--- src/rtl/tdm_pkg.sv ---
// Shared definitions for the 4-channel TDM demultiplexer.
//   state_t     : frame alignment state (HUNT / LOCKED)
//   NUM_CH      : number of TDM channels (slots per frame)
//   SLOT_W      : width of the slot index
//   even_parity : returns the bit that makes the word's total parity even
package tdm_pkg;

    typedef enum logic {
        HUNT   = 1'b0,
        LOCKED = 1'b1
    } state_t;

    localparam int NUM_CH = 4;
    localparam int SLOT_W = 2;

    // Callers zero-extend their data to 64 bits; the extra zeros do not change parity.
    function automatic logic even_parity(input logic [63:0] data);
        return ^data;
    endfunction

endpackage

--- src/rtl/tdm_sync_fsm.sv ---
// Frame alignment tracker for the TDM demultiplexer.
// Owns the HUNT/LOCKED state, the slot counter and the missing-fsync counter.
// Ports:
//   clk, rst_n : clock, asynchronous active-low reset
//   beat       : a sample is present this cycle (din_valid)
//   fsync      : frame sync, only meaningful when beat is high
//   slot       : channel the current beat is steered to (combinational)
//   wr_en      : current beat must be written to channel 'slot' (combinational)
//   locked     : registered, high while in LOCKED
//   sync_err   : combinational, misplaced or missing fsync on this beat
module tdm_sync_fsm
    import tdm_pkg::*;
#(
    parameter int MISS_LIMIT = 2
) (
    input  logic              clk,
    input  logic              rst_n,
    input  logic              beat,
    input  logic              fsync,
    output logic [SLOT_W-1:0] slot,
    output logic              wr_en,
    output logic              locked,
    output logic              sync_err
);

    localparam logic [2:0] LIMIT = 3'(MISS_LIMIT);

    state_t            state_reg, state_next;
    logic [SLOT_W-1:0] slot_reg, slot_next;
    logic [2:0]        miss_reg, miss_next;

    always_ff @(posedge clk or negedge rst_n) begin
        if (!rst_n) begin
            state_reg <= HUNT;
            slot_reg  <= '0;
            miss_reg  <= '0;
        end else begin
            state_reg <= state_next;
            slot_reg  <= slot_next;
            miss_reg  <= miss_next;
        end
    end

    always_comb begin
        state_next = state_reg;
        slot_next  = slot_reg;
        miss_next  = miss_reg;
        slot       = slot_reg;
        wr_en      = 1'b0;
        sync_err   = 1'b0;
        if (beat) begin
            case (state_reg)
                HUNT: begin
                    if (fsync) begin
                        wr_en      = 1'b1;
                        slot       = '0;
                        slot_next  = SLOT_W'(1);
                        miss_next  = '0;
                        state_next = LOCKED;
                    end
                end
                LOCKED: begin
                    wr_en     = 1'b1;
                    slot_next = slot_reg + SLOT_W'(1);
                    if (fsync && slot_reg != '0) begin
                        // Early fsync: realign so this sample becomes slot 0.
                        slot      = '0;
                        slot_next = SLOT_W'(1);
                        sync_err  = 1'b1;
                        miss_next = '0;
                    end else if (fsync) begin
                        miss_next = '0;
                    end else if (slot_reg == '0) begin
                        // Expected fsync is missing; the sample is still captured.
                        sync_err = 1'b1;
                        if (miss_reg + 3'd1 == LIMIT) begin
                            state_next = HUNT;
                            miss_next  = '0;
                            slot_next  = '0;
                        end else begin
                            miss_next = miss_reg + 3'd1;
                        end
                    end
                end
                default: state_next = HUNT;
            endcase
        end
    end

    assign locked = (state_reg == LOCKED);

endmodule

--- src/rtl/tdm_demux4.sv ---
// 4-channel time-division demultiplexer.
// Steers each valid sample on the shared bus into one of four channel
// registers, aligned to the frame by tdm_sync_fsm. Outputs are one register
// stage behind the input beat.
// Optional feature: define TDM_PARITY_EN to widen din by one even-parity bit
// (MSB); beats with bad parity are not written but still advance the slot.
// Ports:
//   clk, rst_n : clock, asynchronous active-low reset
//   din        : sample (W bits, or W+1 with TDM_PARITY_EN)
//   din_valid  : sample present this cycle
//   fsync      : marks slot 0, qualified by din_valid
//   ch_data    : channel registers, channel n at [n*W +: W]
//   ch_valid   : per-channel one-cycle update pulse
//   frame_done : pulse when slot 3 is written while locked
//   locked     : frame alignment held
//   sync_err   : pulse on misplaced or missing fsync
//   par_err    : pulse on parity failure (constant 0 without TDM_PARITY_EN)
module tdm_demux4
    import tdm_pkg::*;
#(
    parameter int W          = 8,
    parameter int MISS_LIMIT = 2
) (
    input  logic                clk,
    input  logic                rst_n,
`ifdef TDM_PARITY_EN
    input  logic [W:0]          din,
`else
    input  logic [W-1:0]        din,
`endif
    input  logic                din_valid,
    input  logic                fsync,
    output logic [NUM_CH*W-1:0] ch_data,
    output logic [NUM_CH-1:0]   ch_valid,
    output logic                frame_done,
    output logic                locked,
    output logic                sync_err,
    output logic                par_err
);

    logic [SLOT_W-1:0] slot;
    logic              wr_en;
    logic              sync_err_comb;
    logic              par_ok;
    logic              wr;

    logic [W-1:0]      ch_reg [NUM_CH];
    logic [NUM_CH-1:0] ch_valid_reg;
    logic              frame_done_reg;
    logic              sync_err_reg;

    tdm_sync_fsm #(
        .MISS_LIMIT (MISS_LIMIT)
    ) u_sync (
        .clk      (clk),
        .rst_n    (rst_n),
        .beat     (din_valid),
        .fsync    (fsync),
        .slot     (slot),
        .wr_en    (wr_en),
        .locked   (locked),
        .sync_err (sync_err_comb)
    );

`ifdef TDM_PARITY_EN
    logic par_err_reg;

    assign par_ok = (even_parity(64'(din[W-1:0])) == din[W]);

    always_ff @(posedge clk or negedge rst_n) begin
        if (!rst_n) begin
            par_err_reg <= 1'b0;
        end else begin
            par_err_reg <= din_valid && !par_ok;
        end
    end

    assign par_err = par_err_reg;
`else
    assign par_ok  = 1'b1;
    assign par_err = 1'b0;
`endif

    // A bad-parity beat still advances the FSM, it just does not land.
    assign wr = wr_en && par_ok;

    always_ff @(posedge clk or negedge rst_n) begin
        if (!rst_n) begin
            for (int i = 0; i < NUM_CH; i++) begin
                ch_reg[i] <= '0;
            end
            ch_valid_reg   <= '0;
            frame_done_reg <= 1'b0;
            sync_err_reg   <= 1'b0;
        end else begin
            for (int i = 0; i < NUM_CH; i++) begin
                if (wr && slot == SLOT_W'(i)) begin
                    ch_reg[i] <= din[W-1:0];
                end
                ch_valid_reg[i] <= wr && (slot == SLOT_W'(i));
            end
            // Only LOCKED can address slot 3, so no explicit state term is needed.
            frame_done_reg <= wr && (slot == SLOT_W'(NUM_CH - 1));
            sync_err_reg   <= sync_err_comb;
        end
    end

    for (genvar gi = 0; gi < NUM_CH; gi++) begin : g_ch
        assign ch_data[gi*W +: W] = ch_reg[gi];
    end

    assign ch_valid   = ch_valid_reg;
    assign frame_done = frame_done_reg;
    assign sync_err   = sync_err_reg;

endmodule

--- config.mk ---
export PLATFORM = sky130hd
export DESIGN_NAME = tdm_demux4
export DESIGN_NICKNAME = d
export VERILOG_FILES = /design/src/rtl/tdm_pkg.sv /design/src/rtl/tdm_sync_fsm.sv /design/src/rtl/tdm_demux4.sv
export SDC_FILE = /design/constraint.sdc
export NUM_CORES = 1
export LEC_CHECK = 0
export ABC_AREA = 0
export ABC_CLOCK_PERIOD_IN_PS = 4790
export CAP_MARGIN = 20
export CORE_ASPECT_RATIO = 0.7
export CORE_MARGIN = 4
export CORE_UTILIZATION = 35
export CTS_CLUSTER_DIAMETER = 60
export DETAILED_ROUTE_END_ITERATION = 16
export GPL_ROUTABILITY_DRIVEN = 0
export MAX_ROUTING_LAYER = met4
export PLACE_DENSITY = 0.74
export SKIP_LAST_GASP = 1
export SYNTH_ARGS = -nofsm -noshare
export SYNTH_HDL_FRONTEND = slang
export SYNTH_SLANG_ARGS = --single-unit
--- constraint.sdc ---
create_clock -name clk -period 4.79 [get_ports clk]
set_input_delay 0.958 -clock clk [delete_from_list [all_inputs] [get_ports clk]]
set_output_delay 0.958 -clock clk [all_outputs]
set_load 0.05 [all_outputs]
==> summary.md <==
| Metric | Value |
|---|---|
| DRC | `0` |
| Post-synthesis sequential area ratio | `57.8%` |
| Fin crit share | `65.5%` |
| Maxcap violations | `0` |
| Cells after synthesis | `126` |
| Status | `completed` |
| Clk_lat worst skew | `0.29 ns` |
| Hold Crit Class | `reg -> reg` |
| Register Area | `0.00108 sq mm` |
| Vias/cell | `4.92` |
| Initial antenna violation count | `0` |
| Max clock buf depth | `2` |
| Post-cts hold buffer count | `0` |
| Distinct cell type count after synthesis | `32` |
| Root Buffer | `clkbuf_8` |
| Adder-cell share of the synthesized area | `3.36%` |
| Met1 Usage GRT | `19.0%` |
| Die height | `69.0 um` |
| Synth Area in Compound Gates | `8.74%` |
| Layout Skew | `0.00737 ns` |
| Clock H-tree levels | `2` |
| Fillcell total | `415` |
| Post-CTS setup buffers | `0` |
| Area of the multi-input gates | `717 sq um` |
| Setup TNS | `0 ns` |
| Met3 Usage GRT | `3.15%` |
| RSZ-0062 raised after global routing | `no` |
| Fmax | `319 MHz` |
| Post-CTS sizing | `0` |
| Layout area overhead | `36.3%` |
| Worst-margin pin slew | `0.947 ns` |
| GR peak layer | `met2` |
| Vias | `1219` |
| Nets | `195` |
| Mapped Nets | `143` |
| Rel. slew slack | `36.9%` |
| Hold path start | `ch_data[17]` |
| CP arrival | `3.31 ns` |
| Global route overflow | `0` |
| Grt met2 use | `19.6%` |
| Core area | `0.00497 sq mm` |
| Num ports | `52` |
| Critical path start-end classification | `in -> reg` |
| TritonCTS clock tree | `built` |
| Max reg flops | `32` |
| Tot GR Track Use | `13.9%` |
| Startpoint Class | `primary input` |
| CP Launch Point | `fsync` |
| Layout cell share with drive strength beyond 1 | `25.1%` |
| Final slew viol count | `0` |
| Ys Warns | `0` |
| TritonCTS buffer count | `5` |
| Cell row count | `21` |
| CP Capture Type | `flop` |
| Simple-gate share of the synthesized area | `6.38%` |
| Mux cell area share after synthesis | `19.4%` |
| Final WL | `4160 um` |
| Initial DRC count | `65` |
| Final min period | `3.14 ns` |
| Post-synth ARST share | `100%` |
| Ys flop type | `dfrtp_1` |
| Die ar. | `0.00657 sq mm` |
| Number of flops mapped to enable cells by yosys | `0` |
| Post-route ant nets | `0` |
| Initial core utilization | `37.5%` |
| Final hold vios | `0` |
| First-pass GRT wire length | `6780 um` |
| Largest family of logic cells by synthesized area | `multiplexers` |
| Reg clk slew, reported paths | `0.08 ns` |
| Sink Count | `43` |
| IO buf count | `50` |
| Critical path data required time | `4.96 ns` |
| DP Wirelength | `3100 um` |
| Worst r2r src | `u_sync.slot_reg[0]` |
| Flops & latches, synth | `43` |
| Diodes inserted | `0` |
| Average wire per standard cell | `16.8 um` |
| Mean post-synth cell area | `14.8 sq um` |
| DR pass1 iterations | `5` |
| XOR/XNOR Fraction of Synth Area | `0.470%` |
| Final setup viols | `0` |
| Largest net degree at the start of global routing | `44` |
| Max FO, Critical Path | `9` |
| Cell Area, Synth | `0.00186 sq mm` |
| Vias in the first global route | `1292` |
| Die X | `95.2 um` |
## kinds of logic after synthesis
| kind of cell | Yosys count |
|---|---|
| fa+ha+maj | 5 |
| buf+inv | 13 |
| flops | 43 |
| compound gates | 15 |
| other cells | 1 |
| mux | 32 |
| xor+xnor | 1 |
| simple gates | 16 |
## cells in the mapped netlist, types with 2 or more instances
library cell   n  area (sq um)
dfrtp_1       43          1080
nand3b_1       2          15.0
nor2b_1        2          12.5
buf_4          3          22.5
ha_1           5          62.6
inv_1          8          30.0
and2b_1        3          22.5
a2111oi_4      2          55.1
mux2_2        32           360
nand2_1        3          11.3
a41oi_1        2          17.5
## layer usage
metal | share of wire [%] | wire [um]
met5 | 0 | 0
met4 | 1.3 | 55
met3 | 7.9 | 328
met2 | 44 | 1850
met1 | 46 | 1940
## area by class of cell
type	count	area share (%)
inverters	8	1.18
well taps	69	3.40
repair buffers	50	19.5
clock buffers	6	2.86
flip-flops and latches	43	42.4
multi-input cells	70	28.3
clock inverters	2	2.37
## worst max-delay path, stage by stage
cell             delay, ns
clkdlybuf4s50_1       0.68
ha_1                  0.39
inv_1                 0.13
a2111oi_4             0.73
mux2_2                0.42
## worst paths after layout
kind	endpoint	slack (ns)	cells after the start
min in group asynchronous	ch_valid[1]	0.80	1
max	ch_data[11]	1.65	5
min reg2reg	ch_data[17]	0.51	1
max in group asynchronous	u_sync.miss_reg[1]	3.39	1
min	ch_data[17]	0.51	1
max reg2reg	ch_data[11]	2.09	7
## cells in the final DEF, fill, tap and decap left out, types with 3 or more instances in the layout
master / instances
inv_1: 8
dfrtp_1: 43
ha_1: 5
and2b_1: 3
clkdlybuf4s50_1: 49
clkbuf_8: 5
mux2_2: 32
nand2_1: 3
## through the flow
stage	area (sq um)	util, %	hold WS, ns	instances	setup slack (ns)
after floorplan	1860	-	0.511	126	2.43
after global placement	2400	48.4	0.487	240	1.46
after detailed placement	2400	48.4	0.497	240	1.32
after CTS	2540	51.1	0.515	248	1.64
after global routing	2540	51.1	0.532	248	1.48
final	2540	51.1	0.513	248	1.65
Power is left out: the tool's default activity adds up to more than one toggle a clock period on the data nets, which glitch-free logic cannot reach.
